### config.mk
export PLATFORM = sky130hd
export DESIGN_NAME = restador_8bits
export DESIGN_NICKNAME = d
export VERILOG_FILES = /design/src/rtl/restador_8bits.sv
export SDC_FILE = /design/constraint.sdc
export NUM_CORES = 1
export LEC_CHECK = 0
export ABC_CLOCK_PERIOD_IN_PS = 3500
export BUFFER_PORTS_ARGS = -buffer_cell sky130_fd_sc_hd__clkbuf_2
export CORE_MARGIN = 1
export CORE_UTILIZATION = 25
export CTS_BUF_LIST = sky130_fd_sc_hd__clkbuf_2
export DETAILED_ROUTE_END_ITERATION = 10
export SYNTH_ARGS = -nofsm -noshare
export SYNTH_HDL_FRONTEND = slang
export SYNTH_SLANG_ARGS = --single-unit
### constraint.sdc
create_clock -name CLK -period 3.5 [get_ports CLK]
set_clock_uncertainty 0.05 [all_clocks]
set_input_delay 0.35 -clock CLK [delete_from_list [all_inputs] [get_ports CLK]]
set_output_delay 0.35 -clock CLK [all_outputs]
set_load 0.03 [all_outputs]
### src/rtl/restador_8bits.sv
// Registered subtractor / down-counter slice with borrow chaining.
// Q, BO and ZERO update on rising CLK; borrow out cascades into the next slice's BI or ENB.
module restador_8bits #(
  parameter int unsigned WIDTH = 8,
  parameter bit          SAT   = 1'b0
) (
  input  logic             CLK,
  input  logic             RST,
  input  logic             ENB,
  input  logic [1:0]       MODO,
  input  logic             BI,
  input  logic [WIDTH-1:0] A,
  input  logic [WIDTH-1:0] B,
  output logic [WIDTH-1:0] Q,
  output logic             BO,
  output logic             ZERO
);

  localparam int unsigned DW = WIDTH + 1;

  localparam logic [1:0] MODO_SUB  = 2'b00;
  localparam logic [1:0] MODO_DEC  = 2'b01;
  localparam logic [1:0] MODO_ACC  = 2'b10;
  localparam logic [1:0] MODO_LOAD = 2'b11;

  logic [WIDTH-1:0] q_q, q_d;
  logic             bo_q, bo_d;
  logic             zero_q, zero_d;
  logic [DW-1:0]    diff;
  logic             clamp;

  // Next-state: one-cycle arithmetic on the selected operands
  always_comb begin
    q_d    = q_q;
    bo_d   = bo_q;
    zero_d = zero_q;
    diff   = '0;
    clamp  = 1'b0;
    if (ENB) begin
      case (MODO)
        MODO_SUB: begin
          diff  = DW'(A) - DW'(B) - DW'(BI);
          q_d   = diff[WIDTH-1:0];
          bo_d  = diff[WIDTH];
          clamp = SAT & diff[WIDTH];
        end
        MODO_DEC: begin
          diff = DW'(q_q) - DW'(1'b1);
          q_d  = diff[WIDTH-1:0];
          bo_d = (q_q == '0);
        end
        MODO_ACC: begin
          diff  = DW'(q_q) - DW'(B) - DW'(BI);
          q_d   = diff[WIDTH-1:0];
          bo_d  = diff[WIDTH];
          clamp = SAT & diff[WIDTH];
        end
        MODO_LOAD: begin
          q_d  = A;
          bo_d = 1'b0;
        end
        default: begin
          q_d  = q_q;
          bo_d = bo_q;
        end
      endcase
      // Saturating slices pin underflow at zero but still report the borrow
      if (clamp) q_d = '0;
      zero_d = (q_d == '0);
    end
  end

  always_ff @(posedge CLK) begin
    if (RST) begin
      q_q    <= '0;
      bo_q   <= 1'b0;
      zero_q <= 1'b1;
    end else begin
      q_q    <= q_d;
      bo_q   <= bo_d;
      zero_q <= zero_d;
    end
  end

  assign Q    = q_q;
  assign BO   = bo_q;
  assign ZERO = zero_q;

endmodule

==> impl_metrics.sql, run 1 <==
INSERT INTO impl_metrics (metric_group, metric, value, unit) VALUES
('outcome', 'outcome', 'finished, final reports clean', ''),
('routing', 'remaining_drc_errors', '0', ''),
('final_layout', 'drive_gt1_share', '17.6', '%'),
('logic_synthesis', 'synth_fp_nets', '281', ''),
('worst_hold_path', 'worst_hold_path.endpoint', 'Q[6]$_SDFFE_PP0P_', ''),
('critical_path', 'timing.critical_path.arrival', '3060', 'ps'),
('clock_tree', 'cts.hold.buffers_added', '0', ''),
('clock_tree', 'clock_tree.htree_level_count', '1', ''),
('final_layout', 'ff_latch_area', '200', 'µm²'),
('logic_synthesis', 'synth_top_area_cell', 'sky130_fd_sc_hd__ha_1', ''),
('final_layout', 'inserted_diodes', '0', ''),
('floorplan', 'row_count', '30', ''),
('clock_tree', 'tritoncts_clock_tree', 'yes', ''),
('grt', 'grt_antenna_before_repair', '0', ''),
('logic_synthesis', 'share_of_async_settable_or_async_resettable_flops_after_synthesis', '0', '%'),
('routing', 'detailedRoute.firstPassIterationCount', '4', ''),
('worst_hold_path', 'whs_path_depth', '2', ''),
('critical_path', 'reg2reg_setup_slack', '600', 'ps'),
('floorplan', 'core_area', '6870', 'µm²'),
('grt', 'grt_overflow_total', '0', ''),
('grt', 'via_count_of_the_first_global_routing_pass', '1571', ''),
('routing', 'detail_route.vias_per_cell', '4.80', ''),
('logic_synthesis', 'synthesis.instances', '226', ''),
('floorplan', 'start_util', '26.2', '%'),
('logic_synthesis', 'synth_mux_area_share', '6.04', '%'),
('critical_path', 'r2r.worst_path.cells', '8', ''),
('clock_tree', 'number_of_cts_inserted_buffers', '3', ''),
('logic_synthesis', 'yosysSeqAreaShare', '11.1', '%'),
('critical_path', 'worst_setup_path_startpoint', 'Q[0]$_SDFFE_PP0P_', ''),
('logic_synthesis', 'synth_enable_flop_cells', '0', ''),
('floorplan', 'io-pin-count', '32', ''),
('critical_path', 'worst-endpoint-required', '3660', 'ps'),
('logic_synthesis', 'synth_compound_gate_area_share', '21.3', '%'),
('placement', 'portBuffers', '31', ''),
('power_and_ir_drop', 'power_per_cell_area', '310', 'nW/µm²'),
('clock_tree', 'ctsLongestPathBuffers', '2', ''),
('timing', 'setup-tns-final', '0', 'ps'),
('logic_synthesis', 'synth-main-ff-cell', 'sky130_fd_sc_hd__dfxtp_1', ''),
('clock_tree', 'clock_latency', '250', 'ps'),
('routing', 'routed_wirelength_normalized_by_instance_count', '12.9', 'µm'),
('worst_hold_path', 'min-delay-path-class', 'in2reg', ''),
('power_and_ir_drop', 'p_leak', '1.03', 'nW'),
('power_and_ir_drop', 'worst_ir_drop_vdd', '0.107', 'mV'),
('logic_synthesis', 'syn_warnings', '0', ''),
('logic_synthesis', 'netlist.area_leader.share', '20.1', '%'),
('logic_synthesis', 'synth_area', '1800', 'µm²'),
('routing', 'wirelength', '4.54', 'mm'),
('grt', 'grt_start_max_net_pins', '20', ''),
('routing', 'dr_vias', '1685', ''),
('timing', 'final-max-slew-violation-count', '0', ''),
('timing', 'layout_worst_path_cycle_share', '82.9', '%'),
('placement', 'routability_congestion_estimate', '0.793', ''),
('worst_hold_path', 'hold_path.startpoint', 'RST', ''),
('timing', 'timing.final.setup_violations', '0', ''),
('timing', 'slew-limit-headroom', '68.6', '%'),
('routing', 'drt_first_iter_violations', '71', ''),
('logic_synthesis', 'synth_area_per_cell', '7.97', 'µm²'),
('timing', 'grt_setup_unrepaired', 'false', ''),
('job', 'cap_viol_max_count', '0', ''),
('critical_path', 'rr_endpoint', 'Q[6]$_SDFFE_PP0P_', ''),
('grt', 'grt_pass1_wl', '7.78', 'mm'),
('final_layout', 'area_of_the_multi_input_gates', '1380', 'µm²'),
('placement', 'pre_cts_slack', '414', 'ps'),
('floorplan', 'die-width', '86.9', 'µm'),
('clock_tree', 'cts_post_setup_buffers_inserted', '0', ''),
('logic_synthesis', 'simple_gate_share_of_the_synthesized_area', '18.3', '%'),
('power_and_ir_drop', 'design_power_total', '0.000640', 'W'),
('logic_synthesis', 'yosys.area_share.adder', '24.6', '%'),
('critical_path', 'worst_setup_path_start_kind', 'register', ''),
('logic_synthesis', 'count_of_different_cell_masters_after_synthesis', '53', ''),
('final_layout', 'num-fill-cells', '773', '');
## through the flow
stage | area (µm²) | std cells | utilization, % | hold slack, ps
2_1_floorplan | 1800 | 226 | - | 396
3_3_place_gp | 2050 | 348 | 29.9 | 418
3_5_place_dp | 2050 | 348 | 29.9 | 427
4_1_cts | 2070 | 351 | 30.1 | 313
5_1_grt | 2070 | 351 | 30.1 | 357
6_report | 2070 | 351 | 30.1 | 319
## worst max-delay path by stage
stage          cells past startpoint                end
2_1_floorplan                      8  Q[6]$_SDFFE_PP0P_
3_3_place_gp                      10  Q[6]$_SDFFE_PP0P_
3_5_place_dp                      10  Q[6]$_SDFFE_PP0P_
4_1_cts                            8  Q[6]$_SDFFE_PP0P_
5_1_grt                            8  Q[6]$_SDFFE_PP0P_
6_report                           8  Q[6]$_SDFFE_PP0P_
## cell usage in the layout (no fill, tap or decap), types with 2 or more instances in the layout
cell and instances:
sky130_fd_sc_hd__nand2b_1 4, sky130_fd_sc_hd__and3_1 5, sky130_fd_sc_hd__and2_1 2, sky130_fd_sc_hd__clkbuf_2 34, sky130_fd_sc_hd__a31oi_1 2, sky130_fd_sc_hd__o32ai_1 2, sky130_fd_sc_hd__nor3b_1 3, sky130_fd_sc_hd__o21bai_1 2
sky130_fd_sc_hd__o211a_1 2, sky130_fd_sc_hd__xnor2_1 6, sky130_fd_sc_hd__ha_1 29, sky130_fd_sc_hd__inv_1 46, sky130_fd_sc_hd__nor3_1 3, sky130_fd_sc_hd__nand3_1 5, sky130_fd_sc_hd__a211oi_1 5, sky130_fd_sc_hd__nand2_1 11
sky130_fd_sc_hd__o21ai_1 4, sky130_fd_sc_hd__nor2b_1 4, sky130_fd_sc_hd__a21oi_1 13, sky130_fd_sc_hd__a21o_1 3, sky130_fd_sc_hd__dfxtp_1 10, sky130_fd_sc_hd__fa_1 4, sky130_fd_sc_hd__mux2i_1 3, sky130_fd_sc_hd__nor2_1 13
sky130_fd_sc_hd__xor2_1 7, sky130_fd_sc_hd__mux4_2 3, sky130_fd_sc_hd__o21ai_0 5, sky130_fd_sc_hd__a311oi_1 2
## layer usage
layer,GRT usage (%),vias up,wire length (µm)
met3,1.90,4,202
met2,22.0,38,2150
met1,18.0,792,2160
met5,0,-,0
li1,-,851,-
met4,1.97,0,32
## sequential cells by signal (all words and copies together) (netlist names)
signal,cells
Q,8
BO,1
ZERO,1
## cells in the mapped netlist (2+ instances only)
library cell	count
sky130_fd_sc_hd__o21ai_0	5
sky130_fd_sc_hd__a21oi_1	13
sky130_fd_sc_hd__nor2b_1	4
sky130_fd_sc_hd__nor3_1	3
sky130_fd_sc_hd__nor3b_1	3
sky130_fd_sc_hd__clkbuf_1	2
sky130_fd_sc_hd__mux4_2	3
sky130_fd_sc_hd__a211oi_1	5
sky130_fd_sc_hd__o21ai_1	4
sky130_fd_sc_hd__xnor2_1	6
sky130_fd_sc_hd__a311oi_1	2
sky130_fd_sc_hd__inv_1	46
sky130_fd_sc_hd__and2_1	2
sky130_fd_sc_hd__ha_1	29
sky130_fd_sc_hd__and3_1	5
sky130_fd_sc_hd__fa_1	4
sky130_fd_sc_hd__o211a_1	2
sky130_fd_sc_hd__o21bai_1	2
sky130_fd_sc_hd__nand2_1	11
sky130_fd_sc_hd__nand2b_1	4
sky130_fd_sc_hd__buf_2	2
sky130_fd_sc_hd__xor2_1	7
sky130_fd_sc_hd__dfxtp_1	10
sky130_fd_sc_hd__nor2_1	13
sky130_fd_sc_hd__o32ai_1	2
sky130_fd_sc_hd__nand3_1	5
sky130_fd_sc_hd__mux2i_1	3
sky130_fd_sc_hd__a31oi_1	2
sky130_fd_sc_hd__a21o_1	3
## critical path: stages, from the launching register on
cell and delay [ps]:
sky130_fd_sc_hd__dfxtp_1 360, sky130_fd_sc_hd__fa_1 430, sky130_fd_sc_hd__fa_1 410, sky130_fd_sc_hd__nand2b_1 180, sky130_fd_sc_hd__a2111o_1 460, sky130_fd_sc_hd__and3_1 190, sky130_fd_sc_hd__o311a_1 330, sky130_fd_sc_hd__or3_1 320
sky130_fd_sc_hd__a21oi_1 120
## kinds of logic after synthesis
| logic type | count (synthesis) |
|---|---|
| DFF | 10 |
| muxes | 7 |
| and+or+nand+nor | 59 |
| buffers and inverters | 53 |
| xor gates and xnor gates | 13 |
| AOI/OAI and AO/OA | 51 |
| adders and majority gates | 33 |
## layout make-up
class	instances	share of cell area [%]
timing repair buffer	32	7.87
clock buffer	3	0.726
multi-input combinational	163	66.7
tap	96	5.81
sequential	10	9.69
inverter	47	9.20
## power breakdown
part / leakage, nW / internal, W / total, W / switching, W
clock: 0.0125 / 0.0000234 / 0.0000653 / 0.0000419
combinational: 0.932 / 0.000188 / 0.000431 / 0.000243
sequential: 0.0830 / 0.000126 / 0.000144 / 0.0000185
total: 1.03 / 0.000337 / 0.000640 / 0.000304
No activity file was read; power rests on OpenSTA's default activity.
==> run 2: changes to the inputs <==
- ABC_AREA: default -> 1
- ABC_CLOCK_PERIOD_IN_PS: 3500 -> 2740
- clock period: 3.5 -> 2.74 ns (I/O delays scaled with it)
==> run 2 against run 1 <==
  * Sequential share of layout area is 0.55 points lower
  * Non-clock buffer count up 1
  * Combinational power increased by 28%
  * Synthesized area rose by 4.5%
  * Register-to-register slack got worse by 230 ps
  * Largest power group unchanged
  * Final area rose by 6.1%
  * Clock power rose by 29%
  * Critical path depth increased by 6
==> impl_metrics.sql, run 2 <==
INSERT INTO impl_metrics (metric_group, metric, value, unit) VALUES
('logic_synthesis', 'share_of_async_settable_or_async_resettable_flops_after_synthesis', '0', '%'),
('power_and_ir_drop', 'p_leak', '1.29', 'nW'),
('timing', 'fin_hold_ws', '179', 'ps'),
('timing', 'max_slew.worst_pin.slew', '373', 'ps'),
('placement', 'routability_congestion_estimate', '0.895', ''),
('final_layout', 'inserted_diodes', '0', ''),
('placement', 'portBuffers', '31', ''),
('power_and_ir_drop', 'power_frac_clock', '10.4', '%'),
('logic_synthesis', 'synth_top_area_cell', 'sky130_fd_sc_hd__ha_1', ''),
('routing', 'detailedRoute.firstPassIterationCount', '4', ''),
('routing', 'drtAntennaViolNets', '0', ''),
('routing', 'detail_route.vias_per_cell', '4.48', ''),
('job', 'cap_viol_max_count', '0', ''),
('logic_synthesis', 'syn_warnings', '0', ''),
('logic_synthesis', 'synth_area', '1880', 'µm²'),
('timing', 'setup-tns-final', '0', 'ps'),
('critical_path', 'worst_setup_path_start_kind', 'register', ''),
('power_and_ir_drop', 'netSwitchingFraction', '51.6', '%'),
('clock_tree', 'clock_tree.htree_level_count', '1', ''),
('final_layout', 'num-fill-cells', '827', ''),
('grt', 'via_count_of_the_first_global_routing_pass', '1926', ''),
('power_and_ir_drop', 'power_per_cell_area', '371', 'nW/µm²'),
('timing', 'grt_setup_unrepaired', 'false', ''),
('critical_path', 'critPathSlowestCell', 'sky130_fd_sc_hd__dfxtp_1', ''),
('critical_path', 'highest_fanout_seen_on_the_critical_path', '6', ''),
('floorplan', 'start_util', '26.0', '%'),
('timing', 'fmax', '422', 'MHz'),
('final_layout', 'final_area', '2190', 'µm²'),
('routing', 'top_layer_used', 'met4', ''),
('clock_tree', 'cts.clk_slew.worst_paths', '100', 'ps'),
('routing', 'remaining_drc_errors', '0', ''),
('critical_path', 'crit_path_cell_trace', 'inv_1 > ha_1 > inv_1 > ha_1 > nand2_1 > inv_1 > o21ai_0 > nand3_1 > nand2_1 > nand3_1 > a21oi_1 > nor2_1 > nand2_1 > nand2_1', ''),
('timing', 'finalCriticalPeriod', '2370', 'ps'),
('timing', 'hold_viol_final', '0', ''),
('timing', 'slew-limit-headroom', '75.1', '%'),
('final_layout', 'mostFrequentLayoutCell', 'sky130_fd_sc_hd__nand2_1', ''),
('clock_tree', 'clock-root-buffer', 'sky130_fd_sc_hd__clkbuf_2', ''),
('logic_synthesis', 'netlist.area_leader.share', '19.3', '%'),
('grt', 'track_usage', '14.6', '%'),
('critical_path', 'worst-endpoint-required', '2850', 'ps'),
('final_layout', 'most-common-layout-cells', 'sky130_fd_sc_hd__nand2_1, sky130_fd_sc_hd__inv_1, sky130_fd_sc_hd__nand3_1', ''),
('logic_synthesis', 'synth_fp_nets', '379', ''),
('critical_path', 'critPathMaxStageDelay', '470', 'ps'),
('logic_synthesis', 'synth_enable_flop_cells', '0', ''),
('grt', 'grt_overflow_total', '0', ''),
('placement', 'detailed_place_hpwl', '4.69', 'mm'),
('power_and_ir_drop', 'worst_ir_drop_vdd', '0.0980', 'mV'),
('logic_synthesis', 'ys_seq_elements', '10', ''),
('timing', 'layout_worst_path_cycle_share', '86.5', '%'),
('final_layout', 'final_nets', '416', ''),
('routing', 'm1WireLength', '2.38', 'mm'),
('logic_synthesis', 'synth.area.top_cells', 'sky130_fd_sc_hd__ha_1, sky130_fd_sc_hd__nand2_1, sky130_fd_sc_hd__inv_1', ''),
('final_layout', 'largest_register_ffs', '8', ''),
('logic_synthesis', 'synth-main-ff-cell', 'sky130_fd_sc_hd__dfxtp_1', ''),
('routing', 'wirelength', '5.39', 'mm'),
('floorplan', 'core_area', '7250', 'µm²'),
('critical_path', 'worstSetupEndpointType', 'register', ''),
('clock_tree', 'clock_sink_count', '10', ''),
('floorplan', 'die_area', '7880', 'µm²'),
('logic_synthesis', 'count_of_different_cell_masters_after_synthesis', '26', ''),
('clock_tree', 'cts_post_setup_buffers_inserted', '0', ''),
('final_layout', 'area_growth', '16.4', '%'),
('routing', 'dr_vias', '2057', ''),
('critical_path', 'timing.critical_path.arrival', '2470', 'ps'),
('placement', 'placedInstanceArea', '2170', 'µm²'),
('floorplan', 'die-width', '88.8', 'µm'),
('grt', 'grt_pass1_wl', '8.91', 'mm'),
('logic_synthesis', 'yosysSeqAreaShare', '10.6', '%'),
('routing', 'wl_met3', '279', 'µm'),
('floorplan', 'row_count', '31', ''),
('outcome', 'outcome', 'finished, final reports clean', ''),
('power_and_ir_drop', 'pwr-share-comb', '67.8', '%'),
('clock_tree', 'ctsLongestPathBuffers', '2', ''),
('timing', 'final-max-slew-violation-count', '0', ''),
('floorplan', 'io-pin-count', '32', ''),
('worst_hold_path', 'min-delay-path-class', 'in2reg', ''),
('power_and_ir_drop', 'p_int', '0.000394', 'W'),
('clock_tree', 'cts.hold.buffers_added', '0', ''),
('routing', 'drt_first_iter_violations', '120', ''),
('routing', 'routed_wirelength_normalized_by_instance_count', '11.8', 'µm'),
('timing', 'timing.final.setup_violations', '0', ''),
('critical_path', 'critPathKind', 'reg2reg', ''),
('power_and_ir_drop', 'seq_power_share', '21.9', '%'),
('routing', 'routed-wl-met2', '2.58', 'mm'),
('clock_tree', 'cts_resized', '0', ''),
('power_and_ir_drop', 'switching_power', '0.000420', 'W'),
('clock_tree', 'tritoncts_clock_tree', 'yes', ''),
('final_layout', 'drive_gt1_share', '13.9', '%'),
('logic_synthesis', 'synth_common_cells', 'sky130_fd_sc_hd__nand2_1, sky130_fd_sc_hd__inv_1, sky130_fd_sc_hd__nand3_1', ''),
('grt', 'grt_start_max_net_pins', '16', ''),
('power_and_ir_drop', 'design_power_total', '0.000814', 'W'),
('logic_synthesis', 'synth_most_common_cell', 'sky130_fd_sc_hd__nand2_1', ''),
('logic_synthesis', 'synthesis.instances', '324', ''),
('clock_tree', 'number_of_cts_inserted_buffers', '3', ''),
('clock_tree', 'clock_latency', '260', 'ps'),
('floorplan', 'dieHeight', '88.8', 'µm'),
('logic_synthesis', 'synth_area_per_cell', '5.81', 'µm²'),
('grt', 'grt_antenna_before_repair', '0', ''),
('critical_path', 'cp_common_cell', 'sky130_fd_sc_hd__nand2_1', '');
## run 2: cell types whose count changed in the layout (fill, tap and decap cells not counted), sizes merged, moves of 5 or more
cell,delta
nor2,+13
a211oi,-5
xor2,-6
nand2,+70
nand4,+7
inv,+37
o21ai,+7
and3,-5
xnor2,-5
nand3,+32
## run 2: kinds of logic after synthesis
group / Yosys count / synth area share [%]
DFF: 10 / 10.6
AOI/OAI and AO/OA: 37 / 10.5
adders and majority gates: 33 / 23.5
and+or+nand+nor: 158 / 37.7
buffers and inverters: 84 / 16.7
xor gates and xnor gates: 2 / 0.930
## run 2: critical path, delay by kind of cell (launching register included)
kind                     cells  cell delay (ps)
AO/OA/AOI/OAI                2              320
buffers and inverters        3              200
flip-flops                   1              470
adder cells (fa/ha/maj)      2              640
AND/OR/NAND/NOR              7              600
## run 2: power groups by stage
stage	clock, W	combinational (W)	sequential, W
2_1_floorplan	0	0.000377	0.000204
3_3_place_gp	0	0.000539	0.000182
3_5_place_dp	0	0.000545	0.000181
4_1_cts	0.0000856	0.000550	0.000178
5_1_grt	0.0000938	0.000640	0.000179
6_report	0.0000843	0.000552	0.000178
## run 2: path summary, 6_finish.rpt
check                    start           endpoint  slack, ps  cells past startpoint
max reg2reg  Q[4]$_SDFFE_PP0P_  ZERO$_SDFFE_PP1P_        370                     14
min                        RST  Q[0]$_SDFFE_PP0P_        180                      2
min reg2reg  ZERO$_SDFFE_PP1P_  ZERO$_SDFFE_PP1P_        460                      2
max          Q[4]$_SDFFE_PP0P_  ZERO$_SDFFE_PP1P_        370                     14
## run 2: layout make-up
type | instances | area [µm²] | share of cell area, %
clock buffer | 3 | 15.0 | 0.685
clock inverter | 1 | 3.75 | 0.171
inverter | 83 | 312 | 14.2
multi-input combinational | 230 | 1370 | 62.4
sequential | 10 | 200 | 9.13
tap | 99 | 124 | 5.65
timing repair buffer | 33 | 170 | 7.76
## run 2: metrics by stage
stage / setup slack [ps] / utilization, % / instances
after floorplan: 547 / - / 324
after global placement: 369 / 30.0 / 455
after detailed placement: 348 / 30.0 / 455
after CTS: 381 / 30.2 / 459
after global routing: 135 / 30.2 / 459
final: 370 / 30.2 / 459
## run 2: per-layer routing
metal	vias to the layer above	global-route usage, %
met5	-	0
met2	59	26.4
met1	895	18.6
li1	1091	-
met3	12	0.933
met4	0	4.55
==> run 3: changes to the inputs <==
- ABC_AREA: 1 -> default
==> run 3 against run 2 <==
  * Setup slack got worse by 360 ps
  * Final cell count decreased by 20%
  * First-iteration DRC count decreased by 59%
  * Critical endpoint is now Q[6]$_SDFFE_PP0P_
  * Largest power group unchanged
  * Highest routed layer unchanged
==> impl_metrics.sql, run 3 (synthesis results as in run 1) <==
INSERT INTO impl_metrics (metric_group, metric, value, unit) VALUES
('grt', 'grt_antenna_before_repair', '0', ''),
('routing', 'dr_vias', '1715', ''),
('critical_path', 'reg2reg_setup_slack', '10', 'ps'),
('timing', 'setup-tns-final', '0', 'ps'),
('critical_path', 'crit_path_cell_trace', 'fa_2 > fa_2 > nand2b_4 > a2111o_1 > and3_1 > o311a_1 > or3_1 > a21oi_2', ''),
('routing', 'drtAntennaViolNets', '0', ''),
('timing', 'max_slew.worst_pin.slew', '418', 'ps'),
('final_layout', 'final_nets', '327', ''),
('outcome', 'outcome', 'finished, final reports clean', ''),
('critical_path', 'timing.critical_path.arrival', '2890', 'ps'),
('routing', 'drt_first_iter_violations', '49', ''),
('routing', 'wirelength', '4.73', 'mm'),
('timing', 'grt_setup_unrepaired', 'true', ''),
('critical_path', 'worst_setup_path_start_kind', 'register', ''),
('clock_tree', 'clock_latency', '280', 'ps'),
('power_and_ir_drop', 'worst_ir_drop_vdd', '0.157', 'mV'),
('floorplan', 'die_area', '7550', 'µm²'),
('clock_tree', 'clock_sink_count', '10', ''),
('clock_tree', 'number_of_cts_inserted_buffers', '3', ''),
('final_layout', 'inserted_diodes', '0', ''),
('worst_hold_path', 'hold_path.startpoint', 'RST', ''),
('clock_tree', 'cts.clk_slew.worst_paths', '120', 'ps'),
('timing', 'finalCriticalPeriod', '2730', 'ps'),
('floorplan', 'start_util', '26.2', '%'),
('placement', 'detailed_place_hpwl', '3.90', 'mm'),
('grt', 'track_usage', '13.5', '%'),
('critical_path', 'critPathSlowestCell', 'sky130_fd_sc_hd__a2111o_1', ''),
('critical_path', 'critPathKind', 'reg2reg', ''),
('power_and_ir_drop', 'p_leak', '1.11', 'nW'),
('grt', 'grt_overflow_total', '0', ''),
('critical_path', 'rr_endpoint', 'Q[6]$_SDFFE_PP0P_', ''),
('worst_hold_path', 'whs_path_depth', '2', ''),
('clock_tree', 'tritoncts_clock_tree', 'yes', ''),
('job', 'cap_viol_max_count', '0', ''),
('clock_tree', 'clock-root-buffer', 'sky130_fd_sc_hd__clkbuf_2', ''),
('floorplan', 'core_area', '6870', 'µm²'),
('critical_path', 'r2r_start', 'Q[0]$_SDFFE_PP0P_', ''),
('timing', 'slew-limit-headroom', '72.1', '%'),
('timing', 'layout_worst_path_cycle_share', '99.6', '%'),
('timing', 'final-max-slew-violation-count', '0', ''),
('critical_path', 'r2r.worst_path.cells', '8', ''),
('grt', 'grt_pass1_wl', '7.89', 'mm'),
('critical_path', 'cp_common_cell', 'sky130_fd_sc_hd__fa_2', ''),
('critical_path', 'worstSetupEndpointType', 'register', ''),
('grt', 'grt_start_max_net_pins', '19', ''),
('routing', 'remaining_drc_errors', '0', ''),
('placement', 'portBuffers', '31', ''),
('floorplan', 'row_count', '30', ''),
('timing', 'timing.final.ws_setup', '12.0', 'ps'),
('worst_hold_path', 'min-delay-path-class', 'in2reg', ''),
('routing', 'detailedRoute.firstPassIterationCount', '4', ''),
('floorplan', 'die-width', '86.9', 'µm'),
('routing', 'detail_route.vias_per_cell', '4.67', ''),
('final_layout', 'mostFrequentLayoutCell', 'sky130_fd_sc_hd__inv_1', ''),
('clock_tree', 'clock_tree.htree_level_count', '1', ''),
('power_and_ir_drop', 'design_power_total', '0.000884', 'W'),
('placement', 'routability_congestion_estimate', '0.803', ''),
('grt', 'via_count_of_the_first_global_routing_pass', '1660', ''),
('critical_path', 'worst-endpoint-required', '2900', 'ps'),
('timing', 'hold_viol_final', '0', ''),
('timing', 'fmax', '367', 'MHz'),
('power_and_ir_drop', 'power_per_cell_area', '399', 'nW/µm²'),
('floorplan', 'io-pin-count', '32', ''),
('final_layout', 'largest_register_ffs', '8', ''),
('clock_tree', 'ctsLongestPathBuffers', '2', ''),
('timing', 'fin_hold_ws', '243', 'ps'),
('final_layout', 'area_growth', '22.9', '%'),
('worst_hold_path', 'worst_hold_path.endpoint', 'Q[6]$_SDFFE_PP0P_', ''),
('floorplan', 'dieHeight', '86.9', 'µm'),
('final_layout', 'most-common-layout-cells', 'sky130_fd_sc_hd__inv_1, sky130_fd_sc_hd__clkbuf_2, sky130_fd_sc_hd__ha_1', ''),
('critical_path', 'highest_fanout_seen_on_the_critical_path', '2', ''),
('critical_path', 'critPathMaxStageDelay', '390', 'ps'),
('placement', 'pre_cts_slack', '-198', 'ps'),
('routing', 'routed_wirelength_normalized_by_instance_count', '12.9', 'µm'),
('final_layout', 'drive_gt1_share', '25.1', '%'),
('timing', 'timing.final.setup_violations', '0', '');
-- run 3: worst max path at each step --
stage	slack, ps	start	end	depth (start not counted)
after detailed placement	-200	B[0]	Q[6]$_SDFFE_PP0P_	10
final	10	Q[0]$_SDFFE_PP0P_	Q[6]$_SDFFE_PP0P_	8
after floorplan	10	Q[0]$_SDFFE_PP0P_	Q[6]$_SDFFE_PP0P_	8
after CTS	20	Q[0]$_SDFFE_PP0P_	ZERO$_SDFFE_PP1P_	8
after global placement	-120	B[0]	Q[6]$_SDFFE_PP0P_	10
after global routing	-70	Q[0]$_SDFFE_PP0P_	ZERO$_SDFFE_PP1P_	8
-- run 3: cell type report --
class | instances | area, µm²
Sequential cell | 10 | 204
Inverter | 47 | 190
Clock buffer | 4 | 20.0
Tap cell | 96 | 120
Timing Repair Buffer | 47 | 275
Fill cell | 767 | 4650
Multi-Input combinational cell | 163 | 1410
-- run 3: timing repair --
item                                   4_1_cts  5_1_grt
pin swaps                                    1        0
endpoints found under the hold margin        0        0
resized for setup                            2        3
setup endpoints to repair                    1        2
setup buffers                                0        0
hold buffers                                 0        0
-- run 3: through the flow --
step / utilization, % / area (µm²) / std cells
CTS: 32.0 / 2200 / 367
detailed placement: 31.6 / 2170 / 363
global route: 32.2 / 2210 / 367
finish: 32.2 / 2210 / 367
floorplan: - / 1810 / 226
global placement: 31.6 / 2170 / 363
-- run 3: critical path: cells and delay by family, from the launching register on --
family	cells	cell delay [ps]
flip-flops	1	380
adder cells (fa/ha/maj)	2	730
AND/OR/NAND/NOR	3	680
AO/OA/AOI/OAI	3	850
-- run 3: per-layer routing --
metal / track usage [%] / vias up / wire length, µm
met5: 0 / - / 0
li1: - / 878 / -
met4: 0.909 / 0 / 19
met3: 2.27 / 2 / 202
met2: 23.8 / 45 / 2380
met1: 18.0 / 790 / 2130
-- run 3: power breakdown --
part,internal (W),total (W),switching [W]
clock network,0.0000387,0.0000989,0.0000602
logic,0.000276,0.000612,0.000336
registers,0.000161,0.000173,0.0000124
total,0.000475,0.000884,0.000409
